<file path="config.mk">
export PLATFORM = sky130hd
export DESIGN_NAME = gate_stimulus_seq
export DESIGN_NICKNAME = d
export VERILOG_FILES = /design/src/rtl/gate_stimulus_seq.sv
export SDC_FILE = /design/constraint.sdc
export NUM_CORES = 1
export LEC_CHECK = 0
export ABC_AREA = 0
export BUFFER_PORTS_ARGS = -buffer_cell sky130_fd_sc_hd__buf_2
export CAP_MARGIN = 40
export CORE_MARGIN = 8
export CORE_UTILIZATION = 53
export DETAILED_ROUTE_END_ITERATION = 16
export GPL_ROUTABILITY_DRIVEN = 1
export PLACE_DENSITY_LB_ADDON = 0.1
export SLEW_MARGIN = 40
export SYNTH_ARGS = -nofsm -noshare
export SYNTH_HDL_FRONTEND = slang
export SYNTH_SLANG_ARGS = --single-unit
</file>
<file path="constraint.sdc">
create_clock -name clk -period 2.04 [get_ports clk]
set_clock_uncertainty 0.05 [all_clocks]
set_input_delay 0.306 -clock clk [delete_from_list [all_inputs] [get_ports clk]]
set_output_delay 0.306 -clock clk [all_outputs]
set_load 0.03 [all_outputs]
</file>
<file path="src/rtl/gate_stimulus_seq.sv">
// Gate stimulus sequencer: sweeps all eight 3-bit input patterns into a gate
// under test, captures its two outputs once per pattern and counts the ones.
module gate_stimulus_seq #(
  parameter int unsigned HOLD   = 4,
  parameter int unsigned SETTLE = 2,
  parameter int unsigned GRAY   = 0
) (
  input  logic       clk,
  input  logic       rst,
  input  logic       start,
  input  logic       abort,
  input  logic       y1_in,
  input  logic       y0_in,
  output logic       aa,
  output logic       bb,
  output logic       cc,
  output logic       busy,
  output logic       done,
  output logic       sample_valid,
  output logic [4:0] sample_vec,
  output logic [3:0] y1_count,
  output logic [3:0] y0_count
);

  localparam int unsigned HW      = 4;
  localparam int unsigned IW      = 3;
  localparam int unsigned CW      = 4;
  localparam int unsigned CNT_MAX = 8;

  typedef enum logic [1:0] {
    S_IDLE = 2'd0,
    S_RUN  = 2'd1,
    S_DONE = 2'd2
  } state_t;

  state_t          state_q;
  logic [IW-1:0]   idx_q;
  logic [HW-1:0]   hold_q;
  logic [IW-1:0]   pat_q;
  logic            busy_q;
  logic            done_q;
  logic            sv_q;
  logic [4:0]      svec_q;
  logic [CW-1:0]   y1c_q;
  logic [CW-1:0]   y0c_q;

  logic            capture_c;
  logic            hold_last_c;
  logic            idx_last_c;
  logic [IW-1:0]   idx_d;
  logic [CW-1:0]   y1c_d;
  logic [CW-1:0]   y0c_d;

  // Map a sweep index onto the driven pattern (binary or reflected Gray).
  function automatic logic [IW-1:0] pattern_of(input logic [IW-1:0] i);
    if (GRAY != 0) begin
      return i ^ (i >> 1);
    end
    return i;
  endfunction

  // Hold-counter decode, next index and saturating response counters.
  always_comb begin
    capture_c   = (hold_q == HW'(SETTLE - 1));
    hold_last_c = (hold_q == HW'(HOLD - 1));
    idx_last_c  = (idx_q == IW'(7));
    idx_d       = IW'(idx_q + IW'(1));
    y1c_d       = y1c_q;
    y0c_d       = y0c_q;
    if (y1_in && (y1c_q < CW'(CNT_MAX))) begin
      y1c_d = CW'(y1c_q + CW'(1));
    end
    if (y0_in && (y0c_q < CW'(CNT_MAX))) begin
      y0c_d = CW'(y0c_q + CW'(1));
    end
  end

  // Sweep FSM with all outputs registered; reset outranks start and abort.
  always_ff @(posedge clk) begin
    if (rst) begin
      state_q <= S_IDLE;
      idx_q   <= '0;
      hold_q  <= '0;
      pat_q   <= '0;
      busy_q  <= 1'b0;
      done_q  <= 1'b0;
      sv_q    <= 1'b0;
      svec_q  <= '0;
      y1c_q   <= '0;
      y0c_q   <= '0;
    end else begin
      done_q <= 1'b0;
      sv_q   <= 1'b0;
      case (state_q)
        S_IDLE: begin
          // abort wins over a simultaneous start
          if (start && !abort) begin
            state_q <= S_RUN;
            idx_q   <= '0;
            hold_q  <= '0;
            pat_q   <= pattern_of(IW'(0));
            busy_q  <= 1'b1;
            y1c_q   <= '0;
            y0c_q   <= '0;
          end
        end
        S_RUN: begin
          if (abort) begin
            // leave counters and last sample untouched
            state_q <= S_IDLE;
            idx_q   <= '0;
            hold_q  <= '0;
            pat_q   <= '0;
            busy_q  <= 1'b0;
          end else begin
            if (capture_c) begin
              svec_q <= {pat_q, y1_in, y0_in};
              sv_q   <= 1'b1;
              y1c_q  <= y1c_d;
              y0c_q  <= y0c_d;
            end
            if (hold_last_c) begin
              hold_q <= '0;
              if (idx_last_c) begin
                state_q <= S_DONE;
                idx_q   <= '0;
                pat_q   <= '0;
                busy_q  <= 1'b0;
                done_q  <= 1'b1;
              end else begin
                idx_q <= idx_d;
                pat_q <= pattern_of(idx_d);
              end
            end else begin
              hold_q <= HW'(hold_q + HW'(1));
            end
          end
        end
        S_DONE: begin
          state_q <= S_IDLE;
        end
        default: begin
          state_q <= S_IDLE;
          pat_q   <= '0;
          busy_q  <= 1'b0;
        end
      endcase
    end
  end

  assign aa           = pat_q[2];
  assign bb           = pat_q[1];
  assign cc           = pat_q[0];
  assign busy         = busy_q;
  assign done         = done_q;
  assign sample_valid = sv_q;
  assign sample_vec   = svec_q;
  assign y1_count     = y1c_q;
  assign y0_count     = y0c_q;

endmodule

</file>
==> flow_summary.yaml, run 1 <==
worst_setup_path:
  reg2reg_depth: 5
  crit_required_ns: 2.24
  worstSetupEndpoint: "y0_count[2]"
  end_kind: "flip-flop"
  cp_slowest_cell: "or4b_4"
  r2r_end: "y0_count[2]"
  start_kind: "flip-flop"
  path_cells: "ha_1 -> or4b_4 -> o21ai_2 -> o22ai_1 -> a21o_1"
  reg2reg_slack_ns: 0.17
  cp-startpoint: "hold_q[0]"
  worstSetupPathType: "flip-flop to flip-flop"
  slowest_delay_ns: 0.50
  cp_data_arrival_time_ns: 2.06
  path_max_fanout: 5
  cp.depth: 5
  path_buf_inv: 0
  worst_r2r_startpoint: "hold_q[0]"
  path_delay_family: "compound AO/OA/AOI/OAI gates"
cts:
  cts_resized: 0
  cts_buffer_depth: 2
  cts_buffers: 3
  clock_sinks: 28
  cts_tree: "built"
  ctsHoldBuffers: 0
  clock_latency_ns: 0.34
  root_buffer: "clkbuf_4"
  cts_setup_buffers: 0
  clk_pin_slew_ns: 0.15
  htree_levels: 1
routing:
  ant_nets: 0
  routed_wl_microns: 2762
  drt_iter0_markers: 55
  num_vias: 1110
  first_pass_iters: 6
  drc: 0
  wl_met1_microns: 1265
  wl_per_cell_microns: 14.46
  dr_wl_met3_microns: 147
  top_layer: "met4"
  wl_met2_microns: 1304
  viasPerCell: 5.812
logic_synthesis:
  synth_ff_type: "dfxtp_1"
  synth_edf_count: 0
  async_flop_share: 0
  syn_area_per_cell_sq_um: 9.574
  syn_area_sq_mm: 0.001321
  synth_cells: 138
  ys_top_cells_by_area: "dfxtp_1 (42%), ha_1 (5.7%), nor2_1 (5.7%)"
  synth_top_area_frac: 0.4242
  syn-num-nets: 150
  yosysSeqAreaShare: 0.4242
  synth_seq_cells: 28
  yosysTopAreaCell: "dfxtp_1"
  ys_warn_count: 0
  synth_cell_types: 42
power_and_ir_drop:
  cellLeakagePower_nw: 0.6665
  total_power_mw: 0.9885
  ir_drop_mv: 0.5155
  p_per_area_mw_per_mm2: 657.8
timing:
  hold_viol: 0
  worst_pin_slew_ns: 0.5305
  setup_viol: 0
  whs_ns: 0.1851
  clock.fmax_ghz: 0.5357
  final_max_slew_viol_count: 0
  setup_slack_ns: 0.1731
  totalNegativeSetupSlack_ns: 0
  maxSlewHeadroom: 0.6463
  fin_crit_ns: 1.867
  fin_crit_sh: 0.9151
  rsz0062_at_grt: "false"
global_route:
  grt-ovfl-total: 0
  grt_pass1_vias: 1101
  track_usage: 0.1370
  antenna_found_initial: 0
  grt_max_degree: 32
  grt_pass1_wl_microns: 4802
outcome:
  outcome: "complete, no violations"
place:
  port_buffers: 24
  place_congestion: 0.8192
  dp_hpwl_microns: 2031
  place_ws_ns: 0.2113
flow_run:
  drv_cap: 0
finish:
  fill_cells: 204
  area_growth_syn_to_layout_pct: 13.73
  layout_common_cells: "dfxtp_1 (28), buf_2 (24), nor2_1 (20), a21oi_1 (11), nand2_1 (9)"
  layout_commonest_cell: "dfxtp_1"
  num_antenna_cells: 0
  finalNetCount: 174
  layout-drive-gt1-share: 0.2609
die:
  num_rows: 18
  boundaryPins: 25
  die_w_microns: 65.93
  dieArea_sq_mm: 0.004347
  core_area_sq_mm: 0.002410
  initial_core_util: 0.5483
  die_h_microns: 65.93
hold_path:
  min_from: "y0_in"
  min_path_type: "input pin to flip-flop"
worst reg2reg max path, cell delays in order, from the launching register on:
cell and delay, ns:
dfxtp_1 0.44, ha_1 0.25, or4b_4 0.50, o21ai_2 0.22
o22ai_1 0.12, a21o_1 0.20
kinds of logic after synthesis:
group           share of synthesized area
compound gates                     0.1601
fa+ha+maj                         0.05682
buf+inv                           0.03315
flops                              0.4242
mux                               0.03788
simple gates                       0.2879
worst min path at each step:
stage | to | slack (ns) | cells after the start
global placement | pat_q[1] | 0.41 | 2
detailed placement | pat_q[1] | 0.42 | 2
floorplan | sample_vec[0] | 0.40 | 2
CTS | sample_vec[0] | 0.18 | 3
global route | sample_vec[0] | 0.20 | 3
finish | sample_vec[0] | 0.19 | 3
registers in the layout, summed over array words and instances (netlist names):
register      count
busy              1
done              1
hold_q            4
idx_q             3
pat_q             3
sample_valid      1
sample_vec        5
state_q           2
y0_count          4
y1_count          4
per-layer routing:
metal,GRT usage,up-vias
met5,0,-
met4,0.06667,0
met3,0.03051,7
met2,0.2375,35
met1,0.1542,522
li1,-,546
stage by stage:
stage | util | instance area (sq um) | instances
detailed placement | 0.6018 | 1450 | 187
finish | 0.6236 | 1503 | 191
floorplan | - | 1321 | 138
global route | 0.6236 | 1503 | 191
global placement | 0.6018 | 1450 | 187
CTS | 0.6236 | 1503 | 191
report_power, final:
group	total [mW]	internal, mW	switching (mW)	leakage [nW]
clock network	0.366	0.199	0.167	0.0279
logic	0.0665	0.0239	0.0426	0.413
registers	0.556	0.551	0.00510	0.226
total	0.989	0.774	0.215	0.667
final cells by class:
| class | count | area [sq um] | share of cell area |
|---|---|---|---|
| sequential | 28 | 560.5 | 0.3730 |
| clock inverter | 1 | 30.03 | 0.01998 |
| multi-input combinational | 102 | 716.9 | 0.4771 |
| timing repair buffer | 25 | 127.6 | 0.08493 |
| inverter | 2 | 7.507 | 0.004996 |
| clock buffer | 3 | 22.52 | 0.01499 |
| tap | 30 | 37.54 | 0.02498 |
synth_stat cells (2+ instances only):
master / number
a21o_1: 2
a21oi_1: 11
a31o_2: 2
buf_1: 2
buf_2: 2
dfxtp_1: 28
ha_1: 6
inv_1: 2
mux2i_1: 5
nand2_1: 9
nand3_1: 7
nor2_1: 20
nor3_1: 5
nor3b_1: 4
o21ai_0: 4
o22ai_1: 2
or4b_4: 2
(Power assumes the default switching activity.)
==> run 2, diff against run 1 <==
GPL_TIMING_DRIVEN = 0   (was unset)
PLACE_DENSITY = 0.78   (was unset)
PLACE_DENSITY_LB_ADDON = unset   (was 0.1)
==> run 2 against run 1 <==
Against the previous run:
- critical path depth unchanged
- worst setup slack better by 0.0094 ns
- combinational power up 7.1%
- wire length rose by 5.9%
- first-iteration DRC count down 13%
- die area unchanged
- sequential cell count unchanged
- global-route usage barely moved
- register-to-register slack barely moved
- critical endpoint unchanged
- highest routed layer unchanged
==> flow_summary.yaml, run 2 (synthesis gave the netlist of run 1 again) <==
place:
  place_congestion: 0.8547
  port_buffers: 23
  dp_hpwl_microns: 2209
  place_ws_ns: 0.1564
cts:
  clk_pin_slew_ns: 0.16
  ctsHoldBuffers: 0
  cts_buffers: 3
  cts_tree: "built"
  htree_levels: 1
  clock_latency_ns: 0.33
  clock_sinks: 28
  root_buffer: "clkbuf_4"
  cts_buffer_depth: 2
die:
  boundaryPins: 25
  die_w_microns: 65.93
  num_rows: 18
  dieArea_sq_mm: 0.004347
  core_area_sq_mm: 0.002410
  die_h_microns: 65.93
  initial_core_util: 0.5483
finish:
  largest_register_ff_count: 5
  finalNetCount: 178
  layout_commonest_cell: "dfxtp_1"
  layout_common_cells: "dfxtp_1 (28), buf_2 (25), nor2_1 (20), a21oi_1 (11), nand2_1 (9)"
  fill_cells: 190
  layout-drive-gt1-share: 0.2727
  area_growth_syn_to_layout_pct: 15.91
  num_antenna_cells: 0
global_route:
  grt_pass1_vias: 1067
  track_usage: 0.1367
  antenna_found_initial: 0
  grt_max_degree: 17
  grt-ovfl-total: 0
  grt_pass1_wl_microns: 4830
timing:
  rsz0062_at_grt: "false"
  maxSlewHeadroom: 0.6680
  hold_viol: 0
  final_max_slew_viol_count: 0
  fin_crit_ns: 1.857
  setup_slack_ns: 0.1826
  setup_viol: 0
  clock.fmax_ghz: 0.5384
  worst_pin_slew_ns: 0.4970
  totalNegativeSetupSlack_ns: 0
  fin_crit_sh: 0.9105
flow_run:
  drv_cap: 0
routing:
  viasPerCell: 5.651
  drt_iter0_markers: 48
  first_pass_iters: 4
  wl_per_cell_microns: 15.00
  num_vias: 1102
  ant_nets: 0
  drc: 0
  routed_wl_microns: 2925
worst_setup_path:
  worstSetupPathType: "flip-flop to flip-flop"
  crit_required_ns: 2.23
  end_kind: "flip-flop"
  path_max_fanout: 5
  start_kind: "flip-flop"
  cp_data_arrival_time_ns: 2.05
power_and_ir_drop:
  p_per_area_mw_per_mm2: 649.3
  cellLeakagePower_nw: 0.6816
  ir_drop_mv: 0.4626
outcome:
  outcome: "complete, no violations"
hold_path:
  min_path_type: "input pin to flip-flop"
## run 2: cell count changes in the layout (fill, tap and decap cells not counted), sizes merged
cell,previous run,this run
buf,25,29
## run 2: critical path: stages, from the launching register on
cell and delay [ns]:
dfxtp_1 0.43, ha_1 0.27, or4b_4 0.51, o21ai_2 0.22, o22ai_1 0.11, a21o_1 0.18
## run 2: timing repair
action                                  CTS  global route
gates resized for setup                   0             1
buffers inserted                          0             0
endpoints found under the setup margin    0             9
## run 2: routing by layer
layer  up-vias  wire length (microns)  share of wire  track usage
li1        552                      -              -            -
met1       516                   1314           0.45       0.1554
met2        27                   1464           0.50       0.2412
met3         7                     92          0.031      0.02881
met4         0                     52          0.018      0.05600
met5         -                      0              0            0
## run 2: per-stage QoR
stage               total power, mW  area [sq um]  hold slack [ns]    util  std cells
floorplan                    0.6183          1321           0.3999       -        138
global placement             0.6365          1474           0.4112  0.6116        191
detailed placement           0.6386          1474           0.4179  0.6116        191
CTS                          0.9944          1526           0.1756  0.6334        195
global route                  1.025          1531           0.1875  0.6355        195
finish                       0.9944          1531           0.1742  0.6355        195
## run 2: worst paths after layout
| kind | endpoint | start | slack [ns] | depth (start not counted) |
|---|---|---|---|---|
| max | y0_count[2] | hold_q[0] | 0.18 | 5 |
| min reg2reg | pat_q[0] | pat_q[0] | 0.43 | 2 |
| max reg2reg | y0_count[2] | hold_q[0] | 0.18 | 5 |
| min | sample_vec[1] | y1_in | 0.17 | 3 |
## run 2: power breakdown
part	switching [mW]	leakage (nW)	internal [mW]
sequential	0.00534	0.226	0.551
combinational	0.0448	0.428	0.0264
clock	0.168	0.0279	0.199
## run 2: layout make-up
cell class | instances | area (sq um) | share of cell area
buffer | 6 | 36.28 | 0.02369
inverter | 2 | 7.507 | 0.004902
multi-input combinational | 102 | 721.9 | 0.4714
clock inverter | 1 | 30.03 | 0.01961
clock buffer | 3 | 22.52 | 0.01471
timing repair buffer | 23 | 115.1 | 0.07516
sequential | 28 | 560.5 | 0.3660
tap | 30 | 37.54 | 0.02451
==> run 3, diff against run 2 <==
CORE_UTILIZATION = 55   (was 53)
PLACE_DENSITY = 0.8   (was 0.78)
clock period = 2.16 ns   (was 2.04 ns; I/O delays follow)
==> run 3 against run 2 <==
Against the previous run:
- sequential share of layout area rose by 0.58 points
- via count increased by 0.91%
- clock-buffer cell count is 1 higher
- core utilization up 4.0 points
- worst hold slack improved by 0.045 ns
- sequential power shrank 5.7%
- global-route usage up 0.85 points
- highest routed layer unchanged
- critical endpoint is now busy
- worst setup slack improved by 0.054 ns
==> flow_summary.yaml, run 3 (synthesis gave the netlist of run 1 again) <==
cts:
  root_buffer: "clkbuf_4"
  clock_latency_ns: 0.32
  ctsHoldBuffers: 0
  clk_pin_slew_ns: 0.14
  htree_levels: 1
  clock_sinks: 28
  cts_buffers: 3
  cts_resized: 0
  cts_tree: "built"
  cts_setup_buffers: 0
  cts_buffer_depth: 2
timing:
  maxSlewHeadroom: 0.5026
  fin_crit_sh: 0.8905
  setup_viol: 0
  hold_viol: 0
  fin_crit_ns: 1.923
  clock.fmax_ghz: 0.5199
  whs_ns: 0.2196
  totalNegativeSetupSlack_ns: 0
  worst_pin_slew_ns: 0.7446
  final_max_slew_viol_count: 0
  rsz0062_at_grt: "false"
finish:
  fill_cells: 180
  layout-drive-gt1-share: 0.2667
  layout_commonest_cell: "dfxtp_1"
  num_antenna_cells: 0
  finalNetCount: 178
  area_growth_syn_to_layout_pct: 14.11
  layout_common_cells: "dfxtp_1 (28), buf_2 (25), nor2_1 (20), a21oi_1 (11), nand2_1 (9)"
  largest_register_ff_count: 5
routing:
  wl_per_cell_microns: 15.13
  drt_iter0_markers: 47
  viasPerCell: 5.762
  num_vias: 1112
  ant_nets: 0
  routed_wl_microns: 2921
  first_pass_iters: 4
  drc: 0
die:
  boundaryPins: 25
  die_w_microns: 65.02
  initial_core_util: 0.5916
  core_area_sq_mm: 0.002233
  die_h_microns: 65.02
  dieArea_sq_mm: 0.004227
  num_rows: 17
worst_setup_path:
  start_kind: "flip-flop"
  path_cells: "ha_1 -> nor3b_1 -> nand2_1 -> nand3_1 -> a31oi_1"
  cp_data_arrival_time_ns: 2.08
  crit_required_ns: 2.32
  cp_slowest_cell: "nor3b_1"
  end_kind: "flip-flop"
  worstSetupPathType: "flip-flop to flip-flop"
  slowest_delay_ns: 0.63
  path_max_fanout: 7
global_route:
  grt_max_degree: 16
  antenna_found_initial: 0
  track_usage: 0.1452
  grt-ovfl-total: 0
  grt_pass1_wl_microns: 4968
  grt_pass1_vias: 1102
flow_run:
  drv_cap: 0
place:
  place_congestion: 0.8491
  dp_hpwl_microns: 2159
  port_buffers: 23
hold_path:
  min_path_type: "input pin to flip-flop"
outcome:
  outcome: "complete, no violations"
power_and_ir_drop:
  ir_drop_mv: 0.5849
  cellLeakagePower_nw: 0.6699
  p_per_area_mw_per_mm2: 560.6
## run 3: cell count changes in the layout (fill, tap and decap cells not counted), sizes merged
cell,before,now
clkbuf,3,4
bufinv,1,0
## run 3: layer usage
| layer | track usage | wire (microns) |
|---|---|---|
| met5 | 0 | 0 |
| met4 | 0.08447 | 65 |
| met3 | 0.02921 | 168 |
| met2 | 0.2236 | 1334 |
| met1 | 0.1833 | 1354 |
## run 3: layout make-up
cell class	instances	area, sq um	area share
multi-input combinational	102	716.9	0.4755
buffer	6	36.28	0.02407
sequential	28	560.5	0.3718
timing repair buffer	23	115.1	0.07635
tap	28	35.03	0.02324
clock buffer	4	36.28	0.02407
inverter	2	7.507	0.004979
## run 3: per-stage QoR
stage,power [mW],setup WS (ns),std cells,area [sq um],util
3_3_place_gp,0.6009,0.3217,189,1471,0.6588
4_1_cts,0.8555,0.2236,193,1508,0.6751
6_report,0.8452,0.2365,193,1508,0.6751
5_1_grt,0.8859,0.01657,193,1508,0.6751
3_5_place_dp,0.6037,0.2568,189,1471,0.6588
2_1_floorplan,0.5839,0.4643,138,1321,-
## run 3: path summary, 6_finish.rpt
kind             start             to  slack (ns)  cells after the start
max          hold_q[0]           busy        0.24                      5
min              y0_in  sample_vec[0]        0.22                      3
max reg2reg  hold_q[0]           busy        0.24                      5
min reg2reg   pat_q[0]       pat_q[0]        0.43                      2
## run 3: critical path, delay by kind of cell, from the launching register on
kind                       cells  cell delay [ns]
DFF                            1             0.43
AOI/OAI and AO/OA              1             0.09
and+or+nand+nor                3             1.03
adders and majority gates      1             0.20
## run 3: where the power goes
part | total, mW | switching [mW] | internal (mW)
combinational | 0.0679 | 0.0430 | 0.0249
clock | 0.252 | 0.149 | 0.103
sequential | 0.525 | 0.00495 | 0.520
